`config.mk`:
```
export PLATFORM = sky130hd
export DESIGN_NAME = ahb_slave_regfile_flat
export DESIGN_NICKNAME = d
export VERILOG_FILES = /design/src/rtl/ahb_slave_pkg.sv /design/src/rtl/ahb_slave_regfile_if.sv /design/src/rtl/ahb_byte_lane_dec.sv /design/src/rtl/ahb_slave_regfile.sv /design/src/flat_wrapper.sv
export SDC_FILE = /design/constraint.sdc
export NUM_CORES = 1
export LEC_CHECK = 0
export ABC_AREA = 0
export BUFFER_PORTS_ARGS = -buffer_cell sky130_fd_sc_hd__buf_2
export CAP_MARGIN = 20
export CELL_PAD_IN_SITES_DETAIL_PLACEMENT = 1
export CELL_PAD_IN_SITES_GLOBAL_PLACEMENT = 2
export CORE_MARGIN = 3
export CORE_UTILIZATION = 32
export CTS_CLUSTER_SIZE = 30
export DETAILED_ROUTE_END_ITERATION = 6
export HOLD_SLACK_MARGIN = 0.08
export PLACE_DENSITY_LB_ADDON = 0.1
export SLEW_MARGIN = 20
export SYNTH_ARGS = -nofsm -noshare
export SYNTH_HDL_FRONTEND = slang
export SYNTH_SLANG_ARGS = --single-unit
```
`constraint.sdc`:
```
create_clock -name HCLK -period 2.9 [get_ports HCLK]
set_input_delay 0.435 -clock HCLK [delete_from_list [all_inputs] [get_ports HCLK]]
set_output_delay 0.435 -clock HCLK [all_outputs]
set_load 0.03 [all_outputs]
```
`src/rtl/ahb_slave_pkg.sv`:
```
// Shared encodings for the AHB-Lite register-file responder: bus field
// encodings, data width and the data-phase FSM state codes.
package ahb_slave_pkg;

  localparam int DATA_W = 32;

  localparam logic [1:0] HTRANS_IDLE   = 2'd0;
  localparam logic [1:0] HTRANS_BUSY   = 2'd1;
  localparam logic [1:0] HTRANS_NONSEQ = 2'd2;
  localparam logic [1:0] HTRANS_SEQ    = 2'd3;

  localparam logic [2:0] HSIZE_BYTE = 3'd0;
  localparam logic [2:0] HSIZE_HALF = 3'd1;
  localparam logic [2:0] HSIZE_WORD = 3'd2;

  localparam logic HRESP_OKAY  = 1'b0;
  localparam logic HRESP_ERROR = 1'b1;

  // Data-phase FSM: IDLE means no data phase of ours is pending.
  typedef logic [2:0] state_t;
  localparam state_t ST_IDLE   = 3'd0;
  localparam state_t ST_ACCESS = 3'd1;
  localparam state_t ST_WAIT   = 3'd2;
  localparam state_t ST_ERR1   = 3'd3;
  localparam state_t ST_ERR2   = 3'd4;

endpackage

```
`src/rtl/ahb_slave_regfile_if.sv`:
```
// AHB-Lite signal bundle between the bus master side and the register-file
// responder. HREADY is the bus-level ready seen by every slave.
interface ahb_slave_regfile_if import ahb_slave_pkg::*; #(
  parameter int ADDR_W = 16
);
  logic              HSEL;
  logic [ADDR_W-1:0] HADDR;
  logic [1:0]        HTRANS;
  logic              HWRITE;
  logic [2:0]        HSIZE;
  logic [2:0]        HBURST;
  logic [DATA_W-1:0] HWDATA;
  logic              HREADY;
  logic              HREADYOUT;
  logic              HRESP;
  logic [DATA_W-1:0] HRDATA;

  modport master (
    output HSEL, HADDR, HTRANS, HWRITE, HSIZE, HBURST, HWDATA, HREADY,
    input  HREADYOUT, HRESP, HRDATA
  );

  modport slave (
    input  HSEL, HADDR, HTRANS, HWRITE, HSIZE, HBURST, HWDATA, HREADY,
    output HREADYOUT, HRESP, HRDATA
  );
endinterface

```
`src/rtl/ahb_byte_lane_dec.sv`:
```
// Little-endian byte-lane decoder: turns HSIZE and the low address bits into
// a 4-bit write strobe. The misaligned flag also covers unsupported sizes so
// the top only has one "bad access shape" signal to look at.
module ahb_byte_lane_dec import ahb_slave_pkg::*; (
  input  logic [2:0] size,
  input  logic [1:0] addr_lo,
  output logic [3:0] strobe,
  output logic       misaligned
);

  // Lane selection and alignment check for the three legal sizes.
  always_comb begin
    strobe     = 4'b0000;
    misaligned = 1'b0;
    case (size)
      HSIZE_BYTE: strobe = 4'b0001 << addr_lo;
      HSIZE_HALF: begin
        strobe     = addr_lo[1] ? 4'b1100 : 4'b0011;
        misaligned = addr_lo[0];
      end
      HSIZE_WORD: begin
        strobe     = 4'b1111;
        misaligned = |addr_lo;
      end
      default: misaligned = 1'b1;
    endcase
  end

endmodule

```
`src/rtl/ahb_slave_regfile.sv`:
```
// AHB-Lite responder in front of a DEPTH x 32-bit register file, with an
// independent registered debug read port. Optional data-phase wait states are
// built only when AHB_SLAVE_WAIT_EN is defined; otherwise every OKAY transfer
// is zero-wait and WAIT_STATES has no effect. The interface instance must use
// the same ADDR_W as this module.
module ahb_slave_regfile import ahb_slave_pkg::*; #(
  parameter int DEPTH       = 16,
  parameter int ADDR_W      = 16,
  parameter int WAIT_STATES = 0
) (
  input  logic               HCLK,
  input  logic               HRESETn,
  ahb_slave_regfile_if.slave bus,
  input  logic [15:0]        dbg_addr,
  output logic [DATA_W-1:0]  dbg_data
);

  localparam int IDX_W = $clog2(DEPTH);

  logic [DATA_W-1:0] mem [DEPTH];
  state_t            state;
  logic [IDX_W-1:0]  addr_q;
  logic              write_q;
  logic [3:0]        strobe_q;
  logic [3:0]        strobe;
  logic              misaligned;
  logic              sel_xfer;
  logic              out_of_range;
  logic              hready_out;
  logic              hresp;
  logic              read_active;
  logic [IDX_W-1:0]  haddr_idx;
  logic [2:0]        unused_burst_cfg;

`ifdef AHB_SLAVE_WAIT_EN
  logic [2:0]        wait_cnt;
`endif

  ahb_byte_lane_dec u_lane_dec (
    .size       (bus.HSIZE),
    .addr_lo    (bus.HADDR[1:0]),
    .strobe     (strobe),
    .misaligned (misaligned)
  );

  // HBURST is ignored (every beat stands alone); WAIT_STATES only matters
  // when wait support is built in.
  assign unused_burst_cfg = bus.HBURST ^ 3'(WAIT_STATES);

  assign haddr_idx    = bus.HADDR[IDX_W+1:2];
  assign out_of_range = |bus.HADDR[ADDR_W-1:IDX_W+2];
  assign sel_xfer     = bus.HSEL & bus.HREADY &
                        ((bus.HTRANS == HTRANS_NONSEQ) | (bus.HTRANS == HTRANS_SEQ));

  // Ready/response are pure functions of the data-phase state.
  always_comb begin
    hready_out = 1'b1;
    hresp      = HRESP_OKAY;
    case (state)
      ST_ERR1: begin
        hready_out = 1'b0;
        hresp      = HRESP_ERROR;
      end
      ST_ERR2: hresp = HRESP_ERROR;
`ifdef AHB_SLAVE_WAIT_EN
      ST_WAIT: hready_out = 1'b0;
`endif
      default: ;
    endcase
  end

  assign read_active   = !write_q && ((state == ST_ACCESS) || (state == ST_WAIT));
  assign bus.HREADYOUT = hready_out;
  assign bus.HRESP     = hresp;
  assign bus.HRDATA    = read_active ? mem[addr_q] : '0;

  // Address-phase capture and data-phase sequencing; a new transfer is taken
  // on the same edge the current data phase completes.
  always_ff @(posedge HCLK or negedge HRESETn) begin
    if (!HRESETn) begin
      state    <= ST_IDLE;
      addr_q   <= '0;
      write_q  <= 1'b0;
      strobe_q <= 4'b0000;
`ifdef AHB_SLAVE_WAIT_EN
      wait_cnt <= 3'd0;
`endif
    end else if (hready_out) begin
      if (sel_xfer) begin
        addr_q   <= haddr_idx;
        write_q  <= bus.HWRITE;
        strobe_q <= strobe;
        if (out_of_range || misaligned) begin
          state <= ST_ERR1;
`ifdef AHB_SLAVE_WAIT_EN
        end else if (WAIT_STATES != 0) begin
          state    <= ST_WAIT;
          wait_cnt <= 3'(WAIT_STATES);
`endif
        end else begin
          state <= ST_ACCESS;
        end
      end else begin
        state <= ST_IDLE;
      end
    end else begin
      case (state)
        ST_ERR1: state <= ST_ERR2;
`ifdef AHB_SLAVE_WAIT_EN
        ST_WAIT: begin
          wait_cnt <= wait_cnt - 3'd1;
          if (wait_cnt == 3'd1) state <= ST_ACCESS;
        end
`endif
        default: state <= ST_IDLE;
      endcase
    end
  end

  // Byte-lane write commit on the completing edge of a legal write.
  always_ff @(posedge HCLK or negedge HRESETn) begin
    if (!HRESETn) begin
      for (int i = 0; i < DEPTH; i++) mem[i] <= '0;
    end else if (state == ST_ACCESS && write_q) begin
      for (int b = 0; b < 4; b++) begin
        if (strobe_q[b]) mem[addr_q][8*b +: 8] <= bus.HWDATA[8*b +: 8];
      end
    end
  end

  // Debug read port, one cycle latency, zero outside the register file.
  always_ff @(posedge HCLK or negedge HRESETn) begin
    if (!HRESETn) begin
      dbg_data <= '0;
    end else if (|dbg_addr[15:IDX_W]) begin
      dbg_data <= '0;
    end else begin
      dbg_data <= mem[dbg_addr[IDX_W-1:0]];
    end
  end

endmodule

```
`src/flat_wrapper.sv`:
```
// flat-port wrapper written by rule: the top's interface ports become plain ports
module ahb_slave_regfile_flat import ahb_slave_pkg::*;
#(
  parameter int DEPTH       = 16,
  parameter int ADDR_W      = 16,
  parameter int WAIT_STATES = 0
)
  (HCLK, HRESETn, dbg_addr, dbg_data, bus_HSEL, bus_HADDR, bus_HTRANS, bus_HWRITE, bus_HSIZE, bus_HBURST, bus_HWDATA, bus_HREADY, bus_HREADYOUT, bus_HRESP, bus_HRDATA);
  ahb_slave_regfile_if #(.ADDR_W(ADDR_W)) bus_i ();
  input  logic HCLK;
  input  logic HRESETn;
  input  logic [15:0] dbg_addr;
  output logic [DATA_W-1:0] dbg_data;
  input wire logic [$bits(bus_i.HSEL)-1:0] bus_HSEL;
  input wire logic [$bits(bus_i.HADDR)-1:0] bus_HADDR;
  input wire logic [$bits(bus_i.HTRANS)-1:0] bus_HTRANS;
  input wire logic [$bits(bus_i.HWRITE)-1:0] bus_HWRITE;
  input wire logic [$bits(bus_i.HSIZE)-1:0] bus_HSIZE;
  input wire logic [$bits(bus_i.HBURST)-1:0] bus_HBURST;
  input wire logic [$bits(bus_i.HWDATA)-1:0] bus_HWDATA;
  input wire logic [$bits(bus_i.HREADY)-1:0] bus_HREADY;
  output wire logic [$bits(bus_i.HREADYOUT)-1:0] bus_HREADYOUT;
  output wire logic [$bits(bus_i.HRESP)-1:0] bus_HRESP;
  output wire logic [$bits(bus_i.HRDATA)-1:0] bus_HRDATA;
  assign bus_i.HSEL = bus_HSEL;
  assign bus_i.HADDR = bus_HADDR;
  assign bus_i.HTRANS = bus_HTRANS;
  assign bus_i.HWRITE = bus_HWRITE;
  assign bus_i.HSIZE = bus_HSIZE;
  assign bus_i.HBURST = bus_HBURST;
  assign bus_i.HWDATA = bus_HWDATA;
  assign bus_i.HREADY = bus_HREADY;
  assign bus_HREADYOUT = bus_i.HREADYOUT;
  assign bus_HRESP = bus_i.HRESP;
  assign bus_HRDATA = bus_i.HRDATA;
  ahb_slave_regfile #(.DEPTH(DEPTH), .ADDR_W(ADDR_W), .WAIT_STATES(WAIT_STATES)) u_core (.HCLK(HCLK), .HRESETn(HRESETn), .bus(bus_i), .dbg_addr(dbg_addr), .dbg_data(dbg_data));
endmodule
```
# Yosys cells after proc, flatten, opt, wreduce, memory -nomap -nowiden

Index checks and enable logic that the tools add are counted.

$add $sub $neg: 0
Multiply operators: 0
Divide/modulo/power cells: 0
Magnitude comparators: 3
Equality and inequality tests: 8
Shift operators: 1
Multiplexer cells: 35
Bitwise gates (word level): 6
Reductions and logical operators: 12

Operators with widths:

| kind                                                     | count |
|---|---|
| 2-to-1 mux 512 bit                                       | 7 |
| bitwise mux 512 bit                                      | 4 |
| demux 32 bit (select 4 bit)                              | 4 |
| binary-select mux 32 bit (select 4 bit)                  | 2 |
| 2-to-1 mux 32 bit                                        | 7 |
| 2-to-1 mux 24 bit                                        | 1 |
| 2-to-1 mux 16 bit                                        | 1 |
| one-hot mux 4 bit (3 select lines)                       | 1 |
| OR reduction 12 bit                                      | 1 |
| greater-or-equal comparator 5 bit, second input constant | 2 |
| inverter 4 -> 5 bit                                      | 2 |
| OR reduction 10 bit                                      | 1 |
| equality test 3 x 2 -> 1 bit, second input constant      | 3 |
| 2-to-1 mux 8 bit                                         | 1 |
| equality test 3 x 1 -> 1 bit, second input constant      | 2 |
| < comparator 5 x 1 -> 1 bit, second input constant       | 1 |
| equality test 2 bit, second input constant               | 2 |
| 2-to-1 mux 2 bit                                         | 2 |
| 2-to-1 mux 4 bit                                         | 1 |
| OR reduction 2 bit                                       | 2 |
| << shifter 1 x 2 -> 4 bit, first input constant          | 1 |
| equality test 3 bit, second input constant               | 1 |
| logical AND 1 bit                                        | 3 |
| zero test 3 bit                                          | 1 |
| other kinds (9)                                          | 12 |

Register bits: 556
Latch bits: 0
Bits in writable memories: 0
Bits in read-only memories: 0
Input bits: 77
Output and inout bits: 66
Word-level logic and storage cells: 86
Memories kept: 0

# Longest topological paths before layout

Gate-level depths: netlist (run 1).

Depth in word-level cells: 16
Mapped depth: 6
Gate-level depth less buffers: 3

# Modules after synthesis

Synthesis (run 1) repeated with hierarchy kept, for this count alone.

Cells, all modules: 1827
Area, all modules: 29324.4 µm²

By module, submodules not included:

| module            | times used | cells each | area each (µm²) |
|---|---|---|---|
| ahb_slave_regfile | 1          | 1812       | 29246.8 |
| ahb_byte_lane_dec | 1          | 15         | 77.6 |

# Worst setup path before layout (run 1)

No wires, ideal clock.

Path type: register to output
Start point: register u_core.addr_q[0]
End point: output bus_HRDATA[10]
Arrival time: 1.845 ns
Required time: 2.465 ns
Path slack: 0.620 ns
Stages on the path, launching flop included: 7
Buffers on the path: 3
Cell sequence: dfrtp_1 > buf_6 > buf_4 > buf_2 > mux4_2 > nand4_1 > o221ai_1

Longest elaborated chain between the ends: 5

Ends and longest elaborated chain:

| what                                                 | line                    | source |
|---|---|---|
| start: declaration                                   | ahb_slave_regfile.sv:22 | `logic [IDX_W-1:0] addr_q;` |
| start signal: assignment                             | ahb_slave_regfile.sv:90 | `addr_q <= haddr_idx;` |
| inverter 4 -> 5 bit (implied by the code)            | ahb_slave_regfile.sv:75 | `assign bus.HRDATA = read_active ? mem[addr_q] : '0;` |
| binary-select mux 32 bit (select 4 bit)              | ahb_slave_regfile.sv:75 |  |
| 2-to-1 mux 32 bit (implied by the code) (2 in a row) | ahb_slave_regfile.sv:75 |  |
| 2-to-1 mux 32 bit                                    | ahb_slave_regfile.sv:75 |  |
| end: declaration                                     | flat_wrapper.sv:24      | `output wire logic [$bits(bus_i.HRDATA)-1:0] bus_HRDATA;` |

No other way between the ends. The select of a mux whose other input is x is not followed.

# Worst setup path after layout (run 1)

Start point: register u_core.addr_q[0]
End point: output bus_HRDATA[24]

Same word-level chain as after synthesis.

==> metrics.md, run 1 <==
| Metric | Value |
|---|---|
| Layout Skew | roughly 35 ps |
| Final WS setup | -107 ps |
| Failing checks | setup timing |
| Vias in the first global route | around 20000 |
| Area Growth Syn to Fin | 20.5% |
| Avg Cell Area, Syn | 16.1 um^2 |
| Prevailing post-synth register cell | dfrtp_1 |
| Pre-CTS setup slack | 323 ps |
| Non-Filler Instances | ~3300 |
| All-layer global routing usage | 0.208 |
| Met1 usage | 0.290 |
| Die footprint | roughly 95000 um^2 |
| #FFs+latches synth | around 560 |
| Final Hold Fails | 0 |
| Vias per inst | roughly 5.6 |
| Lkg Pwr | between 10 and 15 nW |
| Synthesized area | 29400 um^2 |
| Yosys warns | 0 |
| Routed Antenna Nets | 0 |
| Initial antenna violation count | 4 |
| Final HPWL DP | 58.4 mm |
| Met3 Usage GRT | 0.0329 |
| Crit. End Element | output pin |
| I/O Buffers | 138 |
| Core area | roughly 90000 um^2 |
| Crit path max fanout | 8 |
| Clk slew on worst S/H paths | about 50 ps |
| CTS buffer count | between 60 and 70 |
| Max-slew headroom | 0.412 |
| Clock Tree Root | clkbuf_16 |
| Row count | between 100 and 150 |
| DRC violations left | 0 |
| Post-synth EDFFs | 0 |
| Vert. Die Dim | roughly 300 um |
| Post-route clock period utilization | 1.04 |
| CP arrival | between 2000 and 3000 ps |
| TritonCTS clock tree | yes |
| Worst hold path class | in -> reg |
| I/O pins | 143 |
| Clock sinks | 556 |
| Grt met2 use | 0.335 |
| Setup crit start kind | flip-flop |
| Status | finished, violations left |
| First-pass GRT wire length | ~140 mm |
| Wire per inst | ~30 um |
| CTS Buffer Depth | 3 |
| Asr flop ratio synth | 1.00 |
| Slew Viols, Final | 0 |
| DIE WIDTH | between 300 and 400 um |
| GRT overflow | 0 |
| Tot Pwr | about 22 mW |
| Syn Nets | 1903 |
| Share of cells above drive strength 1 | 0.602 |
| Level count of the clock H-tree | 3 |
| Inst Count DP | around 3000 |
| FMAX | between 300 and 400 MHz |
| Post-synth top area share | 0.473 |
| Via count | 18100 |
| Worst-Skew Late Latency | 610 ps |
| Fin crit period | between 3000 and 4000 ps |
| Fillers | about 9000 |
| Unique masters post-synth | 38 |
| Initial DRC count | roughly 770 |
| Initial DRT Pass Iterations | 5 |
| CP Class | reg -> out |
| Setup-failing EPs final | 29 |
| Dominant cell type by area after synthesis | dfrtp_1 |
| Design Area, Final | between 30000 and 40000 um^2 |
| Final nets | roughly 2100 |
| Worst-margin pin slew | between 800 and 900 ps |
| GPL Wtd Cong | about 0.74 |
| Pin count of the biggest net entering global routing | roughly 100 |
| DRT Wirelength | between 90 and 100 mm |
| Power per standard cell area | 610 nW/um^2 |
| Area post-placement | ~32000 um^2 |
| Initial Util | 0.324 |
| Critical Path RT | 2470 ps |
| Max-Cap Viols | 0 |
| Unrepaired setup endpoints after global routing | true |
| Synth area leaders | dfrtp_1 (47%), mux4_2 (20%), mux2_2 (18%), mux2i_1 (3.3%), nand3_4 (1.7%) |
| Worst IR Drop VDD | between 0.3 and 0.4 mV |
| Most used routing layer | met2 |
| Syn Inst Count | between 1500 and 2000 |
| Sequential fraction of the synthesis area | 0.473 |
[where the power goes]
part	total [mW]	internal, mW	switching, mW
registers	8.56	8.16	0.407
clock network	8.68	5.20	3.47
logic	4.37	2.26	2.11
[final cells by class]
| type | instances | area [um^2] | share of cell area |
|---|---|---|---|
| Timing Repair Buffer | 283 | 2710 | 0.0766 |
| Sequential cell | 556 | 13900 | 0.393 |
| Antenna cell | 2 | 5.00 | 0.000141 |
| Tap cell | 1176 | 1470 | 0.0416 |
| Inverter | 35 | 131 | 0.00371 |
| Clock inverter | 15 | 158 | 0.00445 |
| Multi-Input combinational cell | 1080 | 14900 | 0.420 |
| Clock buffer | 106 | 2120 | 0.0598 |
[registers in the layout (all words and copies together), names as in the netlist]
name             flops
u_core.addr_q        4
u_core.dbg_data     32
u_core.mem         512
u_core.state         3
u_core.strobe_q      4
u_core.write_q       1
[timing repair]
action,in CTS,in global routing
pin swaps,17,11
hold endpoints to repair,55,0
setup endpoints to repair,32,178
gates resized for setup,95,38
hold buffers,2,0
gates cloned,8,3
buffers inserted,28,18
[path summary, 6_finish.rpt]
kind                                         startpoint  depth (start not counted)                           end  slack, ps
max                        u_core.addr_q[0]$_DFFE_PN0P_                          6                bus_HRDATA[24]       -110
min reg2reg                 u_core.mem[287]$_DFFE_PN0P_                          1   u_core.mem[287]$_DFFE_PN0P_        510
min in group asynchronous                       HRESETn                          2   u_core.mem[133]$_DFFE_PN0P_        420
min                                        bus_HADDR[2]                          2  u_core.addr_q[0]$_DFFE_PN0P_        160
max reg2reg                u_core.addr_q[0]$_DFFE_PN0P_                          8   u_core.mem[116]$_DFFE_PN0P_        130
max in group asynchronous                       HRESETn                          3   u_core.mem[178]$_DFFE_PN0P_       1430
[Yosys cell counts, drive strengths merged (2+ instances only)]
cell type	n
mux2i	96
nand4	33
and3	2
dfrtp	556
nor4bb	2
nor4	6
and4bb	5
mux2	517
clkbuf	72
nand3	65
inv	35
nand4b	2
mux4	256
nor4b	4
o22ai	33
a21oi	6
nand3b	2
buf	83
o221ai	32
o2bb2ai	4
nand2b	2
and4b	4
[layout by cell type (no fill, tap or decap), types with 4 or more instances in the layout]
cell type  netlist  layout
clkbuf_1        72      14
clkbuf_8         0      21
mux4_2         256     256
buf_4           25      90
nand3_4         28      38
buf_12           0      38
buf_6            9      33
o221ai_2         0      22
inv_1           35      30
a21oi_1          6       6
dfrtp_1        556     553
and4bb_2         5       4
o2bb2ai_1        4       4
mux2i_2          0       9
inv_2            0       5
buf_2           41     106
nand3_2         36      26
mux2_1          35      35
mux2_2         482     482
nand4_1         33      33
clkbuf_16        0      74
buf_16           0       9
o221ai_1        32       8
o22ai_1         33      33
nor4_1           5       5
clkinv_2         0       8
mux2i_1         96      86
nor4b_4          4       4
[worst max-delay path, cell delays in order (launching register included)]
cell and delay (ps):
dfrtp_4 540, buf_12 190, buf_12 130, mux4_2 500, mux2i_1 180, o221ai_2 220, buf_6 200
[kinds of logic after synthesis]
group / count (synthesis) / synth area share
AOI/OAI and AO/OA: 77 / 0.0192
xor gates and xnor gates: 1 / 0.000298
buffers and inverters: 190 / 0.0315
DFF: 556 / 0.473
muxes: 869 / 0.427
and+or+nand+nor: 133 / 0.0485
[stage by stage]
step | setup TNS (ps) | util | hold slack, ps
2_1_floorplan | 0 | - | 139
3_3_place_gp | 0 | 0.353 | 445
3_5_place_dp | 0 | 0.353 | 447
4_1_cts | -9790 | 0.388 | 113
5_1_grt | -4410 | 0.391 | 137
6_report | -1320 | 0.391 | 161
[metal layers]
layer,wire [um],vias to the layer above
li1,-,7621
met1,44900,9979
met2,47200,400
met3,4310,130
met4,2410,4
met5,27,-
Note: power is estimated with default switching activity, not from simulation.
==> run 2, diff against run 1 <==
CORE_UTILIZATION = 40   (was 32)
==> metrics.md, run 2 (synthesized netlist as in run 1, its figures left out) <==
| Metric | Value |
|---|---|
| Status | finished, violations left |
| Failing checks | setup timing |
| Layout Skew | 21.4 ps |
| Vias in the first global route | slightly above 20000 |
| Via count | between 15000 and 20000 |
| Slew Viols, Final | 0 |
| Final Hold Fails | 0 |
| Critical path's slowest cell | mux4_2 |
| Power per standard cell area | 601 nW/um^2 |
| Fin crit period | slightly above 3000 ps |
| Final WS setup | -136 ps |
| CTS Buffer Depth | 3 |
| Pin count of the biggest net entering global routing | 73 |
| Clock Tree Root | clkbuf_16 |
| Worst IR Drop VDD | 0.379 mV |
| Inst Count DP | ~2900 |
| R2r endpoint | u_core.mem[233]$_DFFE_PN0P_ |
| Max reg flops | roughly 510 |
| Leading cell types in the layout, fill and taps excluded | dfrtp_1 (552), mux2_2 (482), mux4_2 (256) |
| Crit-path cells | buf_12 -> clkbuf_16 -> clkbuf_16 -> buf_12 -> mux4_2 -> inv_1 -> o221ai_1 -> buf_4 |
| Design Area, Final | around 35000 um^2 |
| Critical Path RT | 2470 ps |
| Initial DRT Pass Iterations | 5 |
| Setup crit start kind | flip-flop |
| Worst hold path startpoint | bus_HADDR[4] |
| Non-Filler Instances | roughly 3000 |
| Worst-Skew Late Latency | 600 ps |
| Core Util, Final | 0.484 |
| Initial antenna violation count | 2 |
| TritonCTS clock tree | yes |
| Die footprint | around 77000 um^2 |
| Final nets | 2116 |
| CTS buffer count | 67 |
| Area post-placement | about 32000 um^2 |
| Initial DRC count | roughly 1200 |
| Tot Pwr | ~21 mW |
| Max-Cap Viols | 0 |
| Share of cells above drive strength 1 | 0.592 |
| Worst-margin pin slew | 882 ps |
| DIE WIDTH | around 280 um |
| GRT overflow | 0 |
| Commonest non-fill, non-tap cell in the layout | dfrtp_1 |
| Lkg Pwr | roughly 14 nW |
| Max-slew headroom | 0.412 |
| Most used routing layer | met2 |
| Biggest registers after layout | u_core.mem: 512 flops, u_core.dbg_data: 32 flops |
| Worst r2r src | u_core.addr_q[0]$_DFFE_PN0P_ |
| Worst hold path class | in -> reg |
| Routed Antenna Nets | 0 |
| CP arrival | around 2600 ps |
| Met1 usage | 0.351 |
| I/O pins | around 140 |
| Wire per inst | roughly 30 um |
| Vert. Die Dim | roughly 280 um |
| First-pass GRT wire length | around 140 mm |
| Worst reg-to-reg setup slack | approximately 140 ps |
| Met3 Usage GRT | 0.0447 |
| Unrepaired setup endpoints after global routing | true |
| Clock sinks | ~560 |
| R2R cell count | 8 |
| Pre-CTS setup slack | 182 ps |
| DRC violations left | 0 |
| Hold Path Stages | 2 |
| Initial Util | 0.408 |
| CP max stage delay | about 480 ps |
| CP Class | reg -> out |
| DRT Wirelength | 92.6 mm |
| Core area | a little over 70000 um^2 |
| Setup-failing EPs final | 28 |
| Crit. End Element | output pin |
| FMAX | approximately 330 MHz |
| GPL Wtd Cong | 0.760 |
| Row count | 98 |
| Area Growth Syn to Fin | 18.6% |
| All-layer global routing usage | 0.241 |
| Clk slew on worst S/H paths | around 60 ps |
| Worst Hold Endpoint | u_core.addr_q[2]$_DFFE_PN0P_ |
| Post-route clock period utilization | 1.05 |
| I/O Buffers | 138 |
| Register name with the most flops | u_core.mem |
| Grt met2 use | 0.371 |
| Crit path max fanout | 7 |
| Level count of the clock H-tree | 3 |
| Final HPWL DP | between 50 and 60 mm |
| Vias per inst | roughly 6 |
## run 2: cell types whose count changed in the layout (fill, tap and decap cells not counted), sizes merged
cell,change
buf,+11
clkinv,-4
clkbuf,-3
dlygate4sd3,+3
clkinvlp,-1
## run 2: cell type report
cell class / instances / area [um^2]
clock buffer: 101 / 1950
antenna: 2 / 5.00
timing repair buffer: 299 / 2820
multi-input combinational: 1080 / 14700
fill: 6886 / 37200
clock inverter: 10 / 108
inverter: 35 / 131
tap: 950 / 1190
sequential: 556 / 13900
## run 2: through the flow
stage                     setup TNS (ps)  hold slack [ps]
after CTS                          -3240              125
after global placement                 0              494
after floorplan                        0              139
after detailed placement               0              507
after global routing               -4340              172
final                              -1840              179
## run 2: what timing repair did
action / CTS / global route
cloned: 6 / 5
pin swaps: 8 / 13
buffers inserted: 24 / 15
endpoints found under the setup margin: 32 / 32
gates resized for setup: 77 / 26
hold endpoints to repair: 59 / 0
hold buffers: 5 / 0
## run 2: power by group
part / internal (mW) / total (mW) / switching (mW) / leakage (nW)
combinational: 2.26 / 4.34 / 2.09 / 6.61
clock: 4.78 / 8.08 / 3.30 / 1.01
sequential: 8.16 / 8.54 / 0.380 / 6.56
## run 2: worst max path at each step
stage                            startpoint                     endpoint  slack (ps)  depth (start not counted)
2_1_floorplan  u_core.addr_q[0]$_DFFE_PN0P_               bus_HRDATA[10]         620                          6
5_1_grt        u_core.addr_q[0]$_DFFE_PN0P_                bus_HRDATA[3]        -200                          7
3_3_place_gp   u_core.addr_q[0]$_DFFE_PN0P_  u_core.mem[213]$_DFFE_PN0P_         180                          6
3_5_place_dp   u_core.addr_q[0]$_DFFE_PN0P_  u_core.mem[339]$_DFFE_PN0P_         180                          6
6_report       u_core.addr_q[0]$_DFFE_PN0P_               bus_HRDATA[28]        -140                          8
4_1_cts        u_core.addr_q[0]$_DFFE_PN0P_               bus_HRDATA[30]        -170                          7
## run 2: worst max-delay path, delay by kind of cell, from the launching register on
family                 cells  cell delay (ps)
buffers and inverters      6              950
muxes                      1              480
DFF                        1              430
AOI/OAI and AO/OA          1              130
## run 2: per-layer routing
| metal | vias up | part of all wire |
|---|---|---|
| met3 | 135 | 0.053 |
| met4 | 0 | 0.023 |
| met2 | 457 | 0.46 |
| met1 | 10100 | 0.46 |
| met5 | - | 0 |
| li1 | 7665 | - |
==> run 3, diff against run 2 <==
CELL_PAD_IN_SITES_GLOBAL_PLACEMENT = 1   (was 2)
REMOVE_ABC_BUFFERS = 1   (was unset)
==> metrics.md, run 3 (synthesized netlist as in run 1, its figures left out) <==
| Metric | Value |
|---|---|
| Worst-Skew Late Latency | around 610 ps |
| Via count | 18400 |
| Final WS setup | -101 ps |
| CTS buffer count | 69 |
| Tot Pwr | ~21 mW |
| Critical path origin | u_core.addr_q[0]$_DFFE_PN0P_ |
| Initial DRT Pass Iterations | 5 |
| I/O pins | about 140 |
| Max-Cap Viols | 0 |
| Initial antenna violation count | 3 |
| Final Hold Fails | 0 |
| Wire per inst | 30.4 um |
| Grt met2 use | 0.390 |
| Post-route clock period utilization | 1.03 |
| Worst reg-to-reg setup slack | approximately 10 ps |
| DIE WIDTH | ~280 um |
| Area post-placement | about 32000 um^2 |
| Biggest registers after layout | u_core.mem: 512 flops, u_core.dbg_data: 32 flops |
| Leading cell types in the layout, fill and taps excluded | dfrtp_1 (553), mux2_2 (482), mux4_2 (256) |
| Lkg Pwr | 14.1 nW |
| R2r endpoint | u_core.mem[365]$_DFFE_PN0P_ |
| Pre-CTS setup slack | between 60 and 70 ps |
| Setup-failing EPs final | 26 |
| Crit. End Element | output pin |
| Design Area, Final | 34800 um^2 |
| Vias per inst | roughly 6 |
| Hold Slack | 129 ps |
| Core area | 72100 um^2 |
| FMAX | around 330 MHz |
| Final HPWL DP | 55.7 mm |
| Initial DRC count | about 1100 |
| Area Growth Syn to Fin | 18.4% |
| CP Class | reg -> out |
| Vias in the first global route | between 15000 and 20000 |
| Level count of the clock H-tree | 3 |
| I/O Buffers | ~140 |
| Die footprint | 76700 um^2 |
| Status | finished, violations left |
| CP arrival | around 2600 ps |
| All-layer global routing usage | 0.238 |
| DRT Wirelength | 91.5 mm |
| Crit path max fanout | 11 |
| Fin crit period | around 3000 ps |
| Commonest non-fill, non-tap cell in the layout | dfrtp_1 |
| Pin count of the biggest net entering global routing | 104 |
| R2R cell count | 7 |
| Vert. Die Dim | between 200 and 300 um |
| Max reg flops | approximately 510 |
| Worst r2r src | u_core.addr_q[0]$_DFFE_PN0P_ |
| Setup crit start kind | flip-flop |
| Most used routing layer | met2 |
| Max-slew headroom | 0.413 |
| Register name with the most flops | u_core.mem |
| First-pass GRT wire length | about 140 mm |
| Critical Path RT | 2470 ps |
| Routed Antenna Nets | 0 |
| DRC violations left | 0 |
| Unrepaired setup endpoints after global routing | true |
| Final nets | between 2000 and 2500 |
| Met1 usage | 0.332 |
| Layout Skew | 27.4 ps |
| Slew Viols, Final | 0 |
| Clock sinks | 556 |
| Failing checks | setup timing |
| GRT overflow | 0 |
| GPL Wtd Cong | 0.783 |
| Worst IR Drop VDD | 0.341 mV |
| Worst hold path class | in -> reg |
| CTS Buffer Depth | 3 |
| Clk slew on worst S/H paths | around 60 ps |
| TritonCTS clock tree | yes |
| Row count | 98 |
| Worst-margin pin slew | between 800 and 900 ps |
| Clock Tree Root | clkbuf_16 |
| Fillers | 6938 |
| Initial Util | 0.408 |
| Worst setup path endpoint | bus_HRDATA[22] |
| Met3 Usage GRT | 0.0322 |
| Power per standard cell area | slightly above 600 nW/um^2 |
| Share of cells above drive strength 1 | 0.595 |
## run 3: cell count changes in the layout (fill, tap and decap cells not counted), moves of 2 or more
| cell | delta |
|---|---|
| clkinv_8 | +2 |
| buf_6 | +5 |
| buf_12 | -2 |
| buf_8 | -3 |
| clkinv_2 | +9 |
| mux2i_2 | +4 |
| clkbuf_1 | -11 |
| mux2i_1 | -4 |
| clkbuf_8 | +8 |
| buf_4 | -28 |
| clkbuf_16 | +2 |
## run 3: stage by stage
stage               utilization   TNS, ps  instances
global route              0.482     -3890       3012
floorplan                     -  -1955850       1671
CTS                       0.478     -2060       2992
detailed placement        0.438         0       2841
finish                    0.482      -949       3012
global placement          0.438         0       2841
## run 3: final cells by class
| type | instances | area (um^2) | area share |
|---|---|---|---|
| antenna | 1 | 2.50 | 0.0000719 |
| timing repair buffer | 269 | 2530 | 0.0727 |
| sequential | 556 | 13900 | 0.400 |
| clock inverter | 19 | 146 | 0.00421 |
| multi-input combinational | 1080 | 14700 | 0.424 |
| tap | 950 | 1190 | 0.0342 |
| inverter | 35 | 131 | 0.00378 |
| clock buffer | 102 | 2120 | 0.0608 |
## run 3: layer usage
| metal | share of wire | wire length, um | up-vias |
|---|---|---|---|
| met5 | 0.00012 | 11 | - |
| met4 | 0.024 | 2240 | 2 |
| met3 | 0.044 | 4060 | 136 |
| met2 | 0.49 | 44600 | 483 |
| met1 | 0.44 | 40700 | 10100 |
| li1 | - | - | 7602 |
## run 3: worst min-delay path by stage
| stage | cells past startpoint | to | from | slack [ps] |
|---|---|---|---|---|
| after floorplan | 0 | u_core.addr_q[0]$_DFFE_PN0P_ | HRESETn | 140 |
| final | 2 | u_core.write_q$_DFFE_PN0P_ | bus_HWRITE | 130 |
| after global placement | 1 | u_core.dbg_data[27]$_DFF_PN0_ | HRESETn | 360 |
| after CTS | 2 | u_core.write_q$_DFFE_PN0P_ | bus_HWRITE | 90 |
| after detailed placement | 1 | u_core.dbg_data[27]$_DFF_PN0_ | HRESETn | 360 |
| after global routing | 2 | u_core.write_q$_DFFE_PN0P_ | bus_HWRITE | 100 |
## run 3: critical path, cell delays in order (launching register included)
cell      delay [ps]
dfrtp_4          440
buf_12           180
buf_12           120
buf_16           140
mux4_2           520
mux2i_2          180
o221ai_2         180
buf_6            190
## run 3: repair_timing
item,CTS,global route
endpoints found under the setup margin,32,32
gates cloned,1,3
gates resized for setup,68,24
hold buffers,4,0
pin swaps,4,8
hold endpoints to repair,58,0
setup buffers,26,16
## run 3: report_power, final
part | internal, mW | switching, mW
clock network | 5.13 | 3.44
logic | 2.24 | 2.05
registers | 8.16 | 0.363
